### config.mk
export PLATFORM = sky130hd
export DESIGN_NAME = rx_frame_ctrl_flat
export DESIGN_NICKNAME = d
export VERILOG_FILES = /design/src/rtl/rx_frame_ctrl_if.sv /design/src/rtl/rx_frame_ctrl.sv /design/src/flat_wrapper.sv
export SDC_FILE = /design/constraint.sdc
export NUM_CORES = 1
export LEC_CHECK = 0
export CAP_MARGIN = 20
export CORE_MARGIN = 3
export CORE_UTILIZATION = 50
export DETAILED_ROUTE_END_ITERATION = 8
export PLACE_DENSITY = 0.8
export SETUP_SLACK_MARGIN = 0.5
export SYNTH_ARGS = -nofsm -noshare
export SYNTH_HDL_FRONTEND = slang
export SYNTH_SLANG_ARGS = --single-unit
### constraint.sdc
create_clock -name Rx_clk -period 1.9 [get_ports Rx_clk]
set_clock_uncertainty 0.2 [all_clocks]
set_input_delay 0.38 -clock Rx_clk [delete_from_list [all_inputs] [get_ports Rx_clk]]
set_output_delay 0.38 -clock Rx_clk [all_outputs]
set_load 0.1 [all_outputs]
### src/rtl/rx_frame_ctrl_if.sv
// Consumer-side bundle of rx_frame_ctrl: receiver strobe/frame, FIFO read port, error status.
interface rx_frame_ctrl_if #(
  parameter int unsigned DEPTH = 4
) ();
  logic                     rx_done;
  logic [8:0]               rx_frame;
  logic                     m_ready;
  logic                     clr_err;
  logic                     m_valid;
  logic [7:0]               m_data;
  logic                     m_perr;
  logic [$clog2(DEPTH):0]   level;
  logic                     overrun;
  logic [7:0]               perr_cnt;

  // Driver side: receiver front end plus consumer.
  modport master (
    output rx_done, rx_frame, m_ready, clr_err,
    input  m_valid, m_data, m_perr, level, overrun, perr_cnt
  );

  // Frame controller side.
  modport slave (
    input  rx_done, rx_frame, m_ready, clr_err,
    output m_valid, m_data, m_perr, level, overrun, perr_cnt
  );
endinterface

### src/rtl/rx_frame_ctrl.sv
// Receive frame controller: edge-detects rx_done, checks parity and queues {perr, data} in a FIFO.
module rx_frame_ctrl #(
  parameter bit          PARITY_EN  = 1'b1,
  parameter bit          PARITY_ODD = 1'b0,
  parameter int unsigned DEPTH      = 4
) (
  input  logic           Rx_clk,
  input  logic           rst_n,
  rx_frame_ctrl_if.slave bus
);

  localparam int unsigned PW = $clog2(DEPTH);
  localparam int unsigned LW = PW + 1;

  typedef enum logic [1:0] {StIdle, StCheck, StWrite} state_e;

  state_e          state_q, state_d;
  logic            done_q;
  logic            armed_q, armed_d;
  logic [8:0]      frame_q, frame_d;
  logic            perr_q, perr_d;
  logic [8:0]      mem_q [DEPTH];
  logic [8:0]      mem_d [DEPTH];
  logic [PW-1:0]   wr_ptr_q, wr_ptr_d;
  logic [PW-1:0]   rd_ptr_q, rd_ptr_d;
  logic [LW-1:0]   level_q, level_d;
  logic            valid_q, valid_d;
  logic            overrun_q, overrun_d;
  logic [7:0]      perr_cnt_q, perr_cnt_d;

  logic capture;
  logic latch_en, check_en, write_en, late_edge;
  logic full, pop, push, drop;

  // Armed only once rx_done has been seen low, so a strobe held across reset is not captured.
  assign capture = bus.rx_done & ~done_q & armed_q;
  assign armed_d = armed_q | ~bus.rx_done;

  // State register.
  always_ff @(posedge Rx_clk or negedge rst_n) begin
    if (!rst_n) begin
      state_q <= StIdle;
    end else begin
      state_q <= state_d;
    end
  end

  // Next-state logic.
  always_comb begin
    state_d = state_q;
    unique case (state_q)
      StIdle:  if (capture) state_d = StCheck;
      StCheck: state_d = StWrite;
      StWrite: state_d = StIdle;
      default: state_d = StIdle;
    endcase
  end

  // FSM output decode.
  always_comb begin
    latch_en  = 1'b0;
    check_en  = 1'b0;
    write_en  = 1'b0;
    late_edge = 1'b0;
    unique case (state_q)
      StIdle:  latch_en = capture;
      StCheck: begin
        check_en  = 1'b1;
        late_edge = capture;
      end
      StWrite: begin
        write_en  = 1'b1;
        late_edge = capture;
      end
      default: ;
    endcase
  end

  assign full = (level_q == LW'(DEPTH));
  assign pop  = valid_q & bus.m_ready;
  // A pop in the same cycle frees the slot, so a full FIFO still accepts the push.
  assign push = write_en & (~full | pop);
  assign drop = write_en & full & ~pop;

  // Datapath and FIFO next-state.
  always_comb begin
    frame_d    = latch_en ? bus.rx_frame : frame_q;
    perr_d     = perr_q;
    if (check_en) begin
      perr_d = PARITY_EN & ((^frame_q) ^ PARITY_ODD);
    end

    mem_d = mem_q;
    if (push) begin
      mem_d[wr_ptr_q] = {perr_q, frame_q[8:1]};
    end
    wr_ptr_d = push ? wr_ptr_q + PW'(1) : wr_ptr_q;
    rd_ptr_d = pop  ? rd_ptr_q + PW'(1) : rd_ptr_q;

    level_d = level_q;
    if (push && !pop) begin
      level_d = level_q + LW'(1);
    end else if (pop && !push) begin
      level_d = level_q - LW'(1);
    end
    valid_d = (level_d != '0);

    overrun_d  = overrun_q | drop | late_edge;
    perr_cnt_d = perr_cnt_q;
    if (write_en && perr_q && (perr_cnt_q != 8'hFF)) begin
      perr_cnt_d = perr_cnt_q + 8'd1;
    end
    if (bus.clr_err) begin
      overrun_d  = 1'b0;
      perr_cnt_d = 8'd0;
    end
  end

  // Datapath, FIFO and status registers.
  always_ff @(posedge Rx_clk or negedge rst_n) begin
    if (!rst_n) begin
      done_q     <= 1'b0;
      armed_q    <= 1'b0;
      frame_q    <= '0;
      perr_q     <= 1'b0;
      for (int i = 0; i < DEPTH; i++) begin
        mem_q[i] <= '0;
      end
      wr_ptr_q   <= '0;
      rd_ptr_q   <= '0;
      level_q    <= '0;
      valid_q    <= 1'b0;
      overrun_q  <= 1'b0;
      perr_cnt_q <= 8'd0;
    end else begin
      done_q     <= bus.rx_done;
      armed_q    <= armed_d;
      frame_q    <= frame_d;
      perr_q     <= perr_d;
      mem_q      <= mem_d;
      wr_ptr_q   <= wr_ptr_d;
      rd_ptr_q   <= rd_ptr_d;
      level_q    <= level_d;
      valid_q    <= valid_d;
      overrun_q  <= overrun_d;
      perr_cnt_q <= perr_cnt_d;
    end
  end

  // Head entry is presented straight from storage.
  assign bus.m_data   = mem_q[rd_ptr_q][7:0];
  assign bus.m_perr   = mem_q[rd_ptr_q][8];
  assign bus.m_valid  = valid_q;
  assign bus.level    = level_q;
  assign bus.overrun  = overrun_q;
  assign bus.perr_cnt = perr_cnt_q;

endmodule
### src/flat_wrapper.sv
// flat-port wrapper written by rule: the top's interface ports become plain ports
module rx_frame_ctrl_flat 
#(
  parameter bit          PARITY_EN  = 1'b1,
  parameter bit          PARITY_ODD = 1'b0,
  parameter int unsigned DEPTH      = 4
)
  (Rx_clk, rst_n, bus_rx_done, bus_rx_frame, bus_m_ready, bus_clr_err, bus_m_valid, bus_m_data, bus_m_perr, bus_level, bus_overrun, bus_perr_cnt);
  rx_frame_ctrl_if #(.DEPTH(DEPTH)) bus_i ();
  input  logic Rx_clk;
  input  logic rst_n;
  input wire logic [$bits(bus_i.rx_done)-1:0] bus_rx_done;
  input wire logic [$bits(bus_i.rx_frame)-1:0] bus_rx_frame;
  input wire logic [$bits(bus_i.m_ready)-1:0] bus_m_ready;
  input wire logic [$bits(bus_i.clr_err)-1:0] bus_clr_err;
  output wire logic [$bits(bus_i.m_valid)-1:0] bus_m_valid;
  output wire logic [$bits(bus_i.m_data)-1:0] bus_m_data;
  output wire logic [$bits(bus_i.m_perr)-1:0] bus_m_perr;
  output wire logic [$bits(bus_i.level)-1:0] bus_level;
  output wire logic [$bits(bus_i.overrun)-1:0] bus_overrun;
  output wire logic [$bits(bus_i.perr_cnt)-1:0] bus_perr_cnt;
  assign bus_i.rx_done = bus_rx_done;
  assign bus_i.rx_frame = bus_rx_frame;
  assign bus_i.m_ready = bus_m_ready;
  assign bus_i.clr_err = bus_clr_err;
  assign bus_m_valid = bus_i.m_valid;
  assign bus_m_data = bus_i.m_data;
  assign bus_m_perr = bus_i.m_perr;
  assign bus_level = bus_i.level;
  assign bus_overrun = bus_i.overrun;
  assign bus_perr_cnt = bus_i.perr_cnt;
  rx_frame_ctrl #(.PARITY_EN(PARITY_EN), .PARITY_ODD(PARITY_ODD), .DEPTH(DEPTH)) u_core (.Rx_clk(Rx_clk), .rst_n(rst_n), .bus(bus_i));
endmodule
==> results.md, run 1 <==
* Status: finished with violations
* Failing checks: setup timing
* Initial antenna violation count at 0
* Initial drt markers at 90
* Yosys cell types at 37
* Synth Warn # at 0
* Ratio of cells with drive above 1 in the final layout at 65.0%
* Top Family by Delay on Critical Path: multiplexers
* CTS tree: done
* Post-route DRC at 0
* Hold WC Path Type: in -> reg
* Pwr Total at 10.9 mW
* Syn nets at 255
* Routed len/inst at 23.7 um
* Top-level I/O count at 36
* Worst path cell trace: buf_12 -> mux4_2 -> buf_12
* Synth Flop Type: dfrtp_1
* R2R Path End: u_core.mem_q[17]
* Die area at approximately 7300 um^2
* Vias in the first global route at 2579
* DRT Pass-1 Iters at 4
* WP depth at 3
* Via count at around 2400
* Overflow after GRT at 0
* Layout area overhead at 67.5%
* Leading cell type in the layout, fill and taps excluded: dfrtp_1
* Mapped cell area at between 3000 and 4000 um^2
* Gp weighted congestion at 0.775
* Mux cell area share after synthesis at a little under a quarter
* ANT cells at 0
* CTS Root Cell: clkbuf_8
* Worst setup path end: bus_m_perr
* PD cells at 2050 nW/um^2
* Final setup fails at 9
* Period Utilization, post-route at 120%
* Total Routed Length at 9760 um
* Fillers at 220
* CTS Buf Count at 9
* Max-cap viol count at 0
* Register area share after synthesis at between 50% and 60%
* Shortest period the worst path allows at 2.27 ns
* Critical Path RT at 1.32 ns
* # port buffers at 35
* Arr. time, crit path at 1.69 ns
* Reg2reg start: u_core.state_q[0]
* Final worst slack at -0.372 ns
* First-pass GRT wire length at 14500 um
* Multi-input logic area at 2090 um^2
* Row cnt at 28
* Asr flop ratio synth at 100%
* Initial Util at a little over half
* Sequential cell area at 1720 um^2
* Worst-Skew Late Latency at 0.35 ns
* Largest net degree at the start of global routing at 68
* Post-synthesis compound-gate area fraction at 4.58%
* Cell depth of the worst hold path at 1
* Most repeated library cell on the critical path: buf_12
* Relative slew slack at 70.8%
* Setup CP Type: reg -> out
* Crit-path max cell delay at 0.57 ns
* Max FO, Critical Path at 9
* Critical Path Sink Type: primary output
* Clock transition at the registers of the reported paths at 0.07 ns
* Fmax at 440 MHz
* Final count of hold timing violations at 0
* DIE HEIGHT at 85.6 um
* Leakage at around 2.3 nW
* Num Clock Sinks at 67
* Worst slew pin tran at 0.438 ns
* RSZ-0062 raised after global routing: yes
* GRT Overall Usage at between 20% and 30%
* Worst Setup Start Kind: register
* Area share of and/or/nand/nor cells after synthesis at 7.02%
* Die width at 85.6 um
* Largest family of logic cells by synthesized area: multiplexers
* DP Wirelength at 4200 um
* Max-slew violation count at 0
* Number of enable flip-flop cells after synthesis at 0
* Reg-to-reg slack, setup at 0.01 ns
* Post-Synth Adder-Cell Area at 4.73%
* Maximum VDD drop at 0.00252 V
* DR vias/cell at 5.74
* Clock buffer depth at 2
* Reg2reg path depth at 8
* Post-route design area at 5310 um^2
* Core area at 6030 um^2
* Most frequent cells in the layout: dfrtp_1, mux2_4, buf_4
* XOR/XNOR Fraction of Synth Area at 5.40%
* Seq cells post-synth at 67
* Syn avg cell area at 13.9 um^2
* H-tree Lvls at 3
* CP startpoint: u_core.rd_ptr_q[0]
* Buffers & Inverters on Critical Path at 2
* Synthesized instance count at 229
* DP Worst Slack at -0.149 ns
* Cell Area, Placed at ~4200 um^2
* Slowest CP cell: mux4_2
* Layout Nets at 358
* Post-route ant nets at 0
## state kept, by name, indices dropped and copies added (netlist names)
register             cells
u_core.bus.level         3
u_core.mem_q            36
u_core.bus.m_valid       1
u_core.state_q           2
u_core.wr_ptr_q          2
u_core.done_q            1
u_core.frame_q           9
u_core.perr_q            1
u_core.bus.overrun       1
u_core.rd_ptr_q          2
u_core.bus.perr_cnt      8
u_core.armed_q           1
## final cells by class
class / instances / share of cell area [%]
clock inverter: 2 / 0.660
multi-input combinational: 153 / 39.3
timing repair buffer: 93 / 22.1
tap: 75 / 1.77
sequential: 67 / 32.3
clock buffer: 14 / 3.06
inverter: 8 / 0.754
## metrics by stage
step	cells	hold WS (ns)	setup TNS, ns	utilization (%)
floorplan	229	-0.116	-3.21	-
global placement	350	0.224	-3.84	69.1
detailed placement	350	0.227	-5.22	69.1
CTS	397	0.111	-3.01	84.8
global route	412	0.178	-3.67	88.1
finish	412	0.177	-3.02	88.1
## cell usage after synthesis (2+ instances only)
library cell,n,area [um^2]
xnor2_1,16,140
nor4_1,3,18.8
nand2_1,10,37.5
nand2_2,4,25.0
o21ai_0,4,20.0
mux4_2,9,203
inv_1,8,30.0
mux2_2,43,484
mux2_1,3,33.8
ha_1,12,150
buf_2,3,15.0
nand3_1,4,20.0
a211oi_1,2,15.0
o21a_1,2,15.0
dfrtp_1,67,1680
and3_1,3,18.8
nor3_1,2,10.0
a21oi_1,4,20.0
nor2_1,12,45.0
## power breakdown
| group | internal [mW] | switching (mW) |
|---|---|---|
| sequential | 2.06 | 0.590 |
| clock | 0.678 | 0.534 |
| combinational | 3.40 | 3.65 |
| total | 6.13 | 4.77 |
## cell families after synthesis
kind of cell / after synthesis
compound gates: 17
xor+xnor: 18
fa+ha+maj: 12
buf+inv: 14
flops: 67
mux: 57
simple gates: 44
## worst min path at each step
stage           startpoint  slack [ns]                to
6_report       bus_rx_done        0.18     u_core.done_q
3_3_place_gp         rst_n        0.22  u_core.mem_q[28]
5_1_grt        bus_rx_done        0.18     u_core.done_q
2_1_floorplan        rst_n       -0.12    u_core.armed_q
4_1_cts        bus_rx_done        0.11     u_core.done_q
3_5_place_dp         rst_n        0.23   u_core.mem_q[1]
## per-layer routing
layer / GRT usage (%) / part of all wire (%) / wire, um
met2: 46.4 / 54 / 5250
met3: 6.92 / 4.4 / 434
met5: 0 / 0 / 0
met4: 9.50 / 2.3 / 222
met1: 32.5 / 39 / 3850
## repair_timing
item	4_1_cts	5_1_grt
endpoints found under the setup margin	84	84
gates cloned	6	0
gates resized for setup	108	19
hold buffers	1	0
pin swaps	13	18
buffers inserted	24	15
endpoints found under the hold margin	67	0
Note: power is estimated with default switching activity, not from simulation.
==> run 2: changes to the inputs <==
--- a/config.mk
+++ b/config.mk
@@ -7,9 +7,10 @@
 export LEC_CHECK = 0
 export CAP_MARGIN = 20
 export CORE_MARGIN = 3
-export CORE_UTILIZATION = 50
+export CORE_UTILIZATION = 45
+export CTS_CLUSTER_DIAMETER = 200
 export DETAILED_ROUTE_END_ITERATION = 8
-export PLACE_DENSITY = 0.8
+export PLACE_DENSITY = 0.74
 export SETUP_SLACK_MARGIN = 0.5
 export SYNTH_ARGS = -nofsm -noshare
 export SYNTH_HDL_FRONTEND = slang
==> results.md, run 2 (synthesized netlist as in run 1, its figures left out) <==
* Met3 wire len at 392 um
* Core area at 6600 um^2
* RSZ-0062 raised after global routing: yes
* Final worst slack at -0.330 ns
* ANT cells at 0
* Leading cell type in the layout, fill and taps excluded: dfrtp_1
* Worst slew pin tran at between 0.4 and 0.5 ns
* Crit-path max cell delay at about 0.57 ns
* DP Worst Slack at -0.158 ns
* Worst path cell trace: buf_6 -> mux4_2 -> buf_12
* CTS tree: done
* Worst Setup Start Kind: register
* Initial Util at between 40% and 50%
* Max-slew violation count at 0
* Max-cap viol count at 0
* Reg-to-reg slack, setup at -0.04 ns
* Layout area overhead at 66.5%
* Reg2reg path depth at 9
* Post-route DRC at 0
* Die area at 8090 um^2
* DRT Pass-1 Iters at 4
* Setup CP Type: reg -> out
* Die width at 90.0 um
* Reg2reg start: u_core.state_q[0]
* Fmax at 448 MHz
* CTS Buf Count at 9
* Clock transition at the registers of the reported paths at approximately 0.07 ns
* Row cnt at 29
* Via count at approximately 2400
* Critical Path Sink Type: primary output
* Placed Instances at 373
* Critical Path RT at approximately 1.3 ns
* Wire length on met2 at 5110 um
* Total Routed Length at between 9000 and 10000 um
* Largest net degree at the start of global routing at 68
* Top-level I/O count at 36
* DP Wirelength at about 4600 um
* CTS Root Cell: clkbuf_8
* DIE HEIGHT at 90.0 um
* Final Non-Filler Cells at between 400 and 500
* Hold_sp: bus_rx_done
* Total Neg Setup Slack at -2.74 ns
* # port buffers at 35
* Most frequent cells in the layout: dfrtp_1, mux2_4, buf_4
* Wire length on met1 at 3990 um
* Cell Area, Placed at about 4200 um^2
* Post-route ant nets at 0
* Arr. time, crit path at 1.65 ns
* Max reg flops at 36
* Layout Nets at approximately 360
* Initial antenna violation count at 0
* Relative slew slack at between 70% and 80%
* R2R Path End: u_core.bus.perr_cnt[5]
* Hold WC Path Type: in -> reg
* Worst setup path end: bus_m_perr
* First-pass GRT wire length at approximately 15000 um
* Shortest period the worst path allows at 2.23 ns
* Max FO, Critical Path at 5
* Clock buffer depth at 2
* Initial drt markers at 80
* H-tree Lvls at 3
* Num Clock Sinks at 67
* Failing checks: setup timing
* Routed len/inst at 22.9 um
* Worst-Skew Late Latency at 0.35 ns
* Post-route design area at 5280 um^2
* Top sig layer: met4
* DR vias/cell at 5.61
* GRT Overall Usage at between 20% and 30%
* Overflow after GRT at 0
* Slowest CP cell: mux4_2
* Final setup fails at 10
* Biggest register: u_core.mem_q
* CP startpoint: u_core.rd_ptr_q[0]
* Ratio of cells with drive above 1 in the final layout at 66.0%
* Status: finished with violations
* Final count of hold timing violations at 0
* Period Utilization, post-route at 117%
* Gp weighted congestion at 0.814
* Vias in the first global route at 2652
## run 2: worst min path at each step
stage / cells after the start / endpoint / slack (ns)
global route: 2 / u_core.done_q / 0.23
detailed placement: 2 / u_core.bus.perr_cnt[2] / 0.23
CTS: 2 / u_core.done_q / 0.20
floorplan: 0 / u_core.armed_q / -0.12
global placement: 2 / u_core.bus.perr_cnt[0] / 0.22
finish: 2 / u_core.done_q / 0.21
## run 2: layer usage
metal	track usage, %	up-vias
met3	5.59	26
met4	11.2	0
met5	0	-
met1	29.3	1267
li1	-	1030
met2	40.0	78
## run 2: metrics by stage
step	util (%)	hold WS, ns
detailed placement	63.5	0.229
global placement	63.5	0.222
global route	80.0	0.227
CTS	77.3	0.203
finish	80.0	0.211
floorplan	-	-0.116
## run 2: timing repair
action | in CTS | in global routing
hold buffers | 1 | 0
resized for setup | 108 | 26
endpoints found under the setup margin | 84 | 85
pin swaps | 23 | 16
buffers inserted | 22 | 10
gates cloned | 7 | 0
endpoints found under the hold margin | 67 | 0
## run 2: layout make-up
class / instances / area, um^2
Fill cell: 355 / 1320
Inverter: 8 / 42.5
Tap cell: 93 / 116
Clock buffer: 10 / 138
Sequential cell: 67 / 1720
Clock inverter: 5 / 77.6
Timing Repair Buffer: 92 / 1130
Multi-Input combinational cell: 153 / 2060
## run 2: critical path, delay by kind of cell, from the launching register on
kind | cells | cell delay, ns
buffers and inverters | 2 | 0.36
multiplexers | 1 | 0.57
flip-flops | 1 | 0.38
Power of run 2 is left out: the tool's default activity adds up to more than one toggle a clock period on the data nets, which glitch-free logic cannot reach.
==> run 3: changes to the inputs <==
--- a/config.mk
+++ b/config.mk
@@ -10,7 +10,7 @@
 export CORE_UTILIZATION = 45
 export CTS_CLUSTER_DIAMETER = 200
 export DETAILED_ROUTE_END_ITERATION = 8
-export PLACE_DENSITY = 0.74
+export PLACE_DENSITY = 0.71
 export SETUP_SLACK_MARGIN = 0.5
 export SYNTH_ARGS = -nofsm -noshare
 export SYNTH_HDL_FRONTEND = slang
==> constraint.sdc (replaced) <==
create_clock -name Rx_clk -period 2.3 [get_ports Rx_clk]
set_clock_uncertainty 0.2 [all_clocks]
set_input_delay 0.46 -clock Rx_clk [delete_from_list [all_inputs] [get_ports Rx_clk]]
set_output_delay 0.46 -clock Rx_clk [all_outputs]
set_load 0.1 [all_outputs]
==> results.md, run 3 (synthesized netlist as in run 1, its figures left out) <==
* Initial drt markers at 133
* Final hold slack at 0.257 ns
* ANT cells at 0
* Clock transition at the registers of the reported paths at 0.07 ns
* Final setup fails at 1
* Arr. time, crit path at around 1.7 ns
* Gp weighted congestion at 0.778
* CTS tree: done
* Num Clock Sinks at between 60 and 70
* Most frequent cells in the layout: dfrtp_1, buf_4, mux2_4
* CTS Root Cell: clkbuf_8
* Ratio of cells with drive above 1 in the final layout at 54.5%
* Critical Path RT at 1.64 ns
* Worst path cell trace: buf_12 -> mux4_2 -> buf_12
* Die width at around 90 um
* Layout Nets at 320
* Cell depth of the worst hold path at 3
* Shortest period the worst path allows at around 2.3 ns
* Largest net degree at the start of global routing at 52
* DP Wirelength at 4100 um
* Top sig layer: met4
* GRT Overall Usage at 16.7%
* Top-level I/O count at 36
* Initial antenna violation count at 0
* Die area at 8090 um^2
* Most repeated library cell on the critical path: buf_12
* Biggest register: u_core.mem_q
* Final worst slack at -0.0322 ns
* Wire length on met2 at 3540 um
* Reg2reg path depth at 6
* # port buffers at 35
* DR vias/cell at 5.33
* Critical Path Sink Type: primary output
* Status: finished with violations
* Hold WC Path Type: in -> reg
* Routed len/inst at 17.7 um
* Leading cell type in the layout, fill and taps excluded: dfrtp_1
* Worst slew pin tran at ~0.41 ns
* Worst-Skew Late Latency at 0.34 ns
* Clock buffer depth at 2
* Post-route DRC at 0
* Max reg flops at 36
* Initial Util at 48.0%
* Fmax at about 430 MHz
* Vias in the first global route at approximately 2100
* Met3 wire len at between 200 and 250 um
* DIE HEIGHT at 90.0 um
* Setup CP Type: reg -> out
* RSZ-0062 raised after global routing: yes
* Row cnt at 29
* Period Utilization, post-route at 101%
* Overflow after GRT at 0
* Crit-path max cell delay at 0.57 ns
* Via count at about 2100
* Worst Setup Start Kind: register
* Max-cap viol count at 0
* First-pass GRT wire length at ~11000 um
* Core area at 6600 um^2
* Wire length on met1 at 3110 um
* Fillers at between 400 and 500
* Slowest CP cell: mux4_2
* Post-route ant nets at 0
* Final count of hold timing violations at 0
* DRT Pass-1 Iters at 4
* Total Routed Length at 6940 um
* Max FO, Critical Path at 9
* Failing checks: setup timing
* Total Neg Setup Slack at -0.0322 ns
* Layout area overhead at 42.3%
* Relative slew slack at 72.4%
* CTS Buf Count at 9
* Max-slew violation count at 0
* H-tree Lvls at 3
-- run 3: cell types whose count changed in the layout (fill, tap and decap cells not counted), moves of 4 or more --
| cell | before | now |
|---|---|---|
| buf_6 | 21 | 0 |
| mux2_2 | 0 | 21 |
| mux2_4 | 47 | 26 |
| buf_12 | 24 | 12 |
| nand2_1 | 3 | 7 |
| nand2_4 | 5 | 1 |
-- run 3: path summary, 6_finish.rpt --
kind                       slack (ns)                start                     end
max                             -0.03   u_core.rd_ptr_q[0]              bus_m_perr
min                              0.26          bus_m_ready      u_core.rd_ptr_q[1]
max reg2reg                      0.46  u_core.bus.level[1]        u_core.mem_q[35]
min reg2reg                      0.27   u_core.rd_ptr_q[1]      u_core.rd_ptr_q[1]
max in group asynchronous        0.88                rst_n  u_core.bus.perr_cnt[0]
min in group asynchronous        0.38                rst_n        u_core.mem_q[25]
-- run 3: layer usage --
layer,vias up,global-route usage (%)
met4,0,5.74
met2,36,28.4
met1,1085,20.8
li1,959,-
met3,9,4.26
met5,-,0
-- run 3: metrics by stage --
step | cells | worst slack (ns) | utilization (%) | area [um^2]
global placement | 356 | 0.0742 | 58.7 | 3880
global route | 392 | -0.0778 | 68.4 | 4510
floorplan | 229 | 0.288 | - | 3340
finish | 392 | -0.0322 | 68.4 | 4510
CTS | 377 | -0.0392 | 63.8 | 4220
detailed placement | 356 | 0.0290 | 58.7 | 3880
-- run 3: final cells by class --
type	count	area (um^2)	share of cell area (%)
repair buffers	56	621	13.7
inverters	8	35.0	0.776
multi-input cells	152	1800	39.8
clock inverters	4	72.6	1.61
clock buffers	12	155	3.44
flip-flops and latches	67	1720	38.1
well taps	93	116	2.58
-- run 3: worst max-delay path, delay by kind of cell, from the launching register on --
kind | cells | cell delay [ns]
buffers and inverters | 2 | 0.36
flip-flops | 1 | 0.39
multiplexers | 1 | 0.57
-- run 3: repair_timing --
item / in CTS / in global routing
hold buffers: 1 / 0
hold endpoints to repair: 16 / 0
endpoints found under the setup margin: 65 / 62
cloned: 0 / 5
pin swaps: 1 / 1
gates resized for setup: 12 / 37
buffers inserted: 4 / 10
Power of run 3 is left out for the same reason.
